**src/rtl/irq_pkg.sv**
```systemverilog
// Shared definitions for the interrupt dispatch stage: FSM encoding,
// code width and the vector-address helper.
package irq_pkg;

   typedef enum logic [1:0] {
      IDLE = 2'd0,
      PEND = 2'd1,
      REQ  = 2'd2,
      SERV = 2'd3
   } state_t;

   localparam int IRQ_CODE_W = 3;

   // Caller truncates the result to its own address width.
   function automatic logic [31:0] vec_calc(input logic [31:0]           base,
                                            input int unsigned           shift,
                                            input logic [IRQ_CODE_W-1:0] code);
      return base + ({29'd0, code} << shift);
   endfunction

endpackage

```
**src/rtl/sat_counter.sv**
```systemverilog
// Saturating up-counter: increments on inc, holds once it reaches all-ones.
module sat_counter #(
   parameter int W = 8
) (
   input  logic         clk,
   input  logic         rst,
   input  logic         inc,
   output logic [W-1:0] cnt
);

   // Count register with saturation at all-ones.
   always_ff @(posedge clk or negedge rst) begin
      if (!rst) begin
         cnt <= '0;
      end else if (inc && (cnt != {W{1'b1}})) begin
         cnt <= cnt + W'(1);
      end else begin
         cnt <= cnt;
      end
   end

endmodule

```
**src/rtl/irq_dispatch.sv**
```systemverilog
// Interrupt dispatch: pops one code from the queue controller, requests the CPU
// at an instruction boundary, captures the return PC and waits for reti.
module irq_dispatch
   import irq_pkg::*;
#(
   parameter int          ADDR_W    = 16,
   parameter logic [15:0] VEC_BASE  = 16'h0010,
   parameter int unsigned VEC_SHIFT = 2,
   parameter int          DROP_W    = 8
) (
   input  logic              clk,
   input  logic              rst,
   input  logic              irq1,
   input  logic              irq2,
   input  logic              irq3,
   output logic              eirq,
   input  logic              ie,
   input  logic              instr_done,
   input  logic [ADDR_W-1:0] pc,
   output logic              irq_req,
   output logic [ADDR_W-1:0] vec_addr,
   input  logic              irq_ack,
   input  logic              reti,
   output logic [ADDR_W-1:0] ret_pc,
   output logic [2:0]        cur_irq,
   output logic              in_service,
   input  logic              mask_we,
   input  logic [7:0]        mask_wdata,
   output logic [7:0]        mask,
   output logic [DROP_W-1:0] drop_cnt
);

   logic [IRQ_CODE_W-1:0] code;
   state_t                state;
   state_t                state_nxt;
   logic                  do_latch;
   logic                  do_drop;
   logic                  do_req;
   logic                  do_ack;
   logic                  do_reti;

   assign code = {irq3, irq2, irq1};
   assign eirq = (state == IDLE);

   // State register.
   always_ff @(posedge clk or negedge rst) begin
      if (!rst) begin
         state <= IDLE;
      end else begin
         state <= state_nxt;
      end
   end

   // Next-state and one-cycle action strobes; strobes outside their state fall through.
   always_comb begin
      state_nxt = state;
      do_latch  = 1'b0;
      do_drop   = 1'b0;
      do_req    = 1'b0;
      do_ack    = 1'b0;
      do_reti   = 1'b0;
      case (state)
         IDLE: begin
            if (code == 3'd0) begin
               state_nxt = IDLE;
            end else if (mask[code]) begin
               do_drop = 1'b1;
            end else begin
               do_latch  = 1'b1;
               state_nxt = PEND;
            end
         end
         PEND: begin
            if (ie && instr_done) begin
               do_req    = 1'b1;
               state_nxt = REQ;
            end else begin
               state_nxt = PEND;
            end
         end
         REQ: begin
            if (irq_ack) begin
               do_ack    = 1'b1;
               state_nxt = SERV;
            end else begin
               state_nxt = REQ;
            end
         end
         SERV: begin
            if (reti) begin
               do_reti   = 1'b1;
               state_nxt = IDLE;
            end else begin
               state_nxt = SERV;
            end
         end
         default: state_nxt = IDLE;
      endcase
   end

   // Registered CPU-facing outputs and mask; mask writes apply in any state.
   always_ff @(posedge clk or negedge rst) begin
      if (!rst) begin
         cur_irq    <= 3'd0;
         irq_req    <= 1'b0;
         vec_addr   <= '0;
         ret_pc     <= '0;
         in_service <= 1'b0;
         mask       <= 8'd0;
      end else begin
         if (do_latch) begin
            cur_irq <= code;
         end
         if (do_req) begin
            irq_req  <= 1'b1;
            vec_addr <= ADDR_W'(vec_calc(32'(VEC_BASE), VEC_SHIFT, cur_irq));
         end
         if (do_ack) begin
            irq_req    <= 1'b0;
            ret_pc     <= pc;
            in_service <= 1'b1;
         end
         if (do_reti) begin
            in_service <= 1'b0;
            cur_irq    <= 3'd0;
         end
         if (mask_we) begin
            mask <= {mask_wdata[7:1], 1'b0};
         end
      end
   end

   sat_counter #(.W(DROP_W)) u_drop (
      .clk (clk),
      .rst (rst),
      .inc (do_drop),
      .cnt (drop_cnt)
   );

endmodule

```
**config.mk**
```make
export PLATFORM = sky130hd
export DESIGN_NAME = irq_dispatch
export DESIGN_NICKNAME = d
export VERILOG_FILES = /design/src/rtl/irq_pkg.sv /design/src/rtl/sat_counter.sv /design/src/rtl/irq_dispatch.sv
export SDC_FILE = /design/constraint.sdc
export NUM_CORES = 1
export LEC_CHECK = 0
export BUFFER_PORTS_ARGS = -buffer_cell sky130_fd_sc_hd__buf_2
export CAP_MARGIN = 25
export CORE_MARGIN = 10
export CORE_UTILIZATION = 35
export CTS_BUF_LIST = sky130_fd_sc_hd__clkbuf_16
export CTS_CLUSTER_DIAMETER = 30
export CTS_CLUSTER_SIZE = 30
export DETAILED_ROUTE_END_ITERATION = 8
export PLACE_DENSITY = 0.62
export SETUP_SLACK_MARGIN = 0.5
export SLEW_MARGIN = 5
export SYNTH_ARGS = -nofsm -noshare
export SYNTH_HDL_FRONTEND = slang
export SYNTH_SLANG_ARGS = --single-unit
```
**constraint.sdc**
```tcl
create_clock -name clk -period 1.8 [get_ports clk]
set_input_delay 0.45 -clock clk [delete_from_list [all_inputs] [get_ports clk]]
set_output_delay 0.45 -clock clk [all_outputs]
set_load 0.01 [all_outputs]
```
==> qor.csv <==
stage;metric;value;unit
drt;Avg WL per Cell;15.0;µm
run;Max-Cap Viols;0;
drt;Via Count;1461;
hold_path;worst min-delay path class;in -> async;
synth;cells after synthesis;142;
drt;antenna-violating nets left;0;
clock_network;clock-pin slew on the worst setup and hold paths;60;ps
sta;minimum clock period;1640;ps
clock_network;Hold-fix buffers, CTS;0;
synth;synth warn;0;
sta;Layout Skew;4.92;ps
synth;mean post-synth cell area;13.0;µm²
cells_and_area;Layout Nets;290;
setup_path;Crit Reg-Reg Endpoint;u_drop.cnt[1];
power;Peak supply drop;0.961;mV
setup_path;WS Path Type;reg -> reg;
sta;setup TNS;0;ps
placed_design;port buffer count;73;
power;Clock power frac;0.215;
floorplanning;I/O pin cnt;88;
clock_network;CTS HTree Levels;2;
sta;# setup viols final;0;
synth;synthesized cell area;1850;µm²
cells_and_area;most common cell after layout, fill and taps aside;buf_2;
cells_and_area;commonest cells after routing, fill and taps aside;64 x buf_2, 39 x dfrtp_1, 25 x mux2_2, 23 x buf_4, 21 x buf_6;
synth;sequential area share after synthesis;0.567;
placed_design;GPL Wtd Cong;0.730;
cells_and_area;post-route cell area;2900;µm²
clock_network;CTS root buffer;clkbuf_16;
cells_and_area;Filler cells;453;
placed_design;HPWL Detailed;3390;µm
clock_network;Sink Count;42;
drt;DR pass1 iterations;4;
cells_and_area;diodes inserted;0;
global_routing;largest net degree at the start of global routing;28;
synth;#FFs+latches synth;42;
setup_path;Critical Path End;u_drop.cnt[1];
sta;Max Clk Rate;611;MHz
cells_and_area;Layout area overhead;56.3;%
setup_path;CP Max Fanout;8;
floorplanning;Starting Density;0.363;
floorplanning;core area;5110;µm²
drt;DRC;0;
setup_path;Setup crit start;mask[4];
setup_path;CP Capture Type;register;
power;NetSw;1.46;mW
status;status;completed;
clock_network;Clk Latency, worst-skew pair;280;ps
drt;Vias/cell;4.48;
floorplanning;Die Area;8600;µm²
power;Logic pwr share;0.450;
floorplanning;Site Rows;26;
floorplanning;die height;92.8;µm
cells_and_area;proportion of layout cells with a drive suffix above 1;0.637;
setup_path;FF-to-FF path depth;5;
sta;final hold vios;0;
setup_path;CP Data Required Time;1960;ps
power;pwr/cell area;1610;nW/µm²
setup_path;worst r2r src;mask[4];
placed_design;Post-DP Area;2320;µm²
synth;Distinct cells, synth;29;
drt;starting DRC count in detailed routing;40;
sta;RSZ-0062 raised after global routing;true;
global_routing;GRT overflow;0;
power;P_int;3.19;mW
setup_path;CP arrival;1800;ps
setup_path;Startpoint Class;register;
drt;routed wire length;4880;µm
clock_network;CTS tree;yes;
global_routing;global-route wire length before repair;7370;µm
global_routing;vias in the first global route;1504;
sta;period utilisation layout;0.910;
power;leakage;1.47;nW
floorplanning;Die W;92.8;µm
power;Seq pwr share;0.336;
sta;count of pins over their slew limit;0;
global_routing;initial antenna violation count;0;
global_routing;GRT Total Usage;0.105;
clock_network;clk buf depth;2;
setup_path;FF-to-FF setup slack;160;ps
clock_network;total CTS buffers;5;
power;sw frac;0.315;
[final cells by class]
cell class                 count  area (µm²)  share of cell area
sequential                    42        1050               0.364
multi-input combinational     93         808               0.279
timing repair buffer         110         769               0.266
clock buffer                   5         125              0.0432
tap                           70        87.6              0.0302
clock inverter                 3        40.0              0.0138
inverter                       3        11.3             0.00389
[stage by stage]
stage	power [mW]	hold slack [ps]	instances	setup slack [ps]	util
final	4.65	92.9	326	162	0.567
after CTS	4.29	105	311	232	0.519
after global routing	4.97	110	326	123	0.567
after global placement	2.94	403	286	15.5	0.453
after detailed placement	2.97	405	286	12.4	0.453
after floorplan	2.40	154	154	216	-
[synth_stat cells, drive strengths merged]
cell	instances	area share
nor2b	1	0.0034
nand4b	1	0.0047
nand4	5	0.017
and3	2	0.0068
conb	1	0.0020
clkbuf	1	0.0020
o211ai	3	0.015
nor3	1	0.0088
xor2	1	0.0047
nand2	9	0.018
o22ai	1	0.0068
ha	1	0.0068
a21oi	1	0.0027
or3	1	0.0034
a221oi	1	0.0081
inv	3	0.0061
dfrtp	42	0.57
nand3b	1	0.0041
a31oi	2	0.0068
nand2b	1	0.0034
buf	15	0.058
nand3	6	0.016
mux2	30	0.18
o21ai	5	0.014
xnor2	6	0.028
nor2	1	0.0020
[state kept, by name (all words and copies together) (netlist names)]
register and cells:
cur_irq 3, in_service 1, irq_req 1, mask 7
ret_pc 16, state 2, u_drop.cnt 8, vec_addr 4
[layer usage]
metal  share of wire  vias up  GRT usage
met1            0.43      685      0.125
met4          0.0059        0     0.0231
li1                -      699          -
met3            0.13        4     0.0670
met2            0.44       73      0.157
met5               0        -          0
[worst min path at each step]
stage / from / endpoint / slack, ps / depth (start not counted)
after global routing: rst / ret_pc[15] / 110 / 1
after floorplan: rst / cur_irq[0] / 150 / 0
after detailed placement: rst / ret_pc[15] / 400 / 1
final: rst / ret_pc[15] / 90 / 1
after global placement: rst / ret_pc[15] / 400 / 1
after CTS: rst / ret_pc[15] / 100 / 1
[kinds of logic (layout without fill, tap and decap cells)]
group | count (synthesis) | count (layout) | synth area share
simple gates | 29 | 29 | 0.0878
mux | 30 | 30 | 0.184
buf+inv | 19 | 121 | 0.0662
compound gates | 13 | 13 | 0.0527
fa+ha+maj | 1 | 1 | 0.00675
flops | 42 | 42 | 0.567
xor+xnor | 7 | 7 | 0.0331
other cells | 1 | 13 | 0.00202
[critical path, cell delays in order (launching register included)]
cell      delay (ps)
dfrtp_1          380
mux2_4           290
a221oi_4         340
nor3_4            80
buf_12           140
mux2_4           280
[repair_timing]
item                       CTS  global route
resized for setup           11            25
setup endpoints to repair   35            47
pin swaps                    4            13
buffers inserted            16            15
gates cloned                 1             0
[power groups by stage]
stage / clock network, mW / registers, mW / logic, mW
after floorplan: 0 / 1.73 / 0.670
after global placement: 0 / 1.57 / 1.37
after detailed placement: 0 / 1.59 / 1.38
after CTS: 1.03 / 1.54 / 1.72
after global routing: 1.09 / 1.61 / 2.27
final: 0.998 / 1.56 / 2.09
No activity file was read; power rests on OpenSTA's default activity.
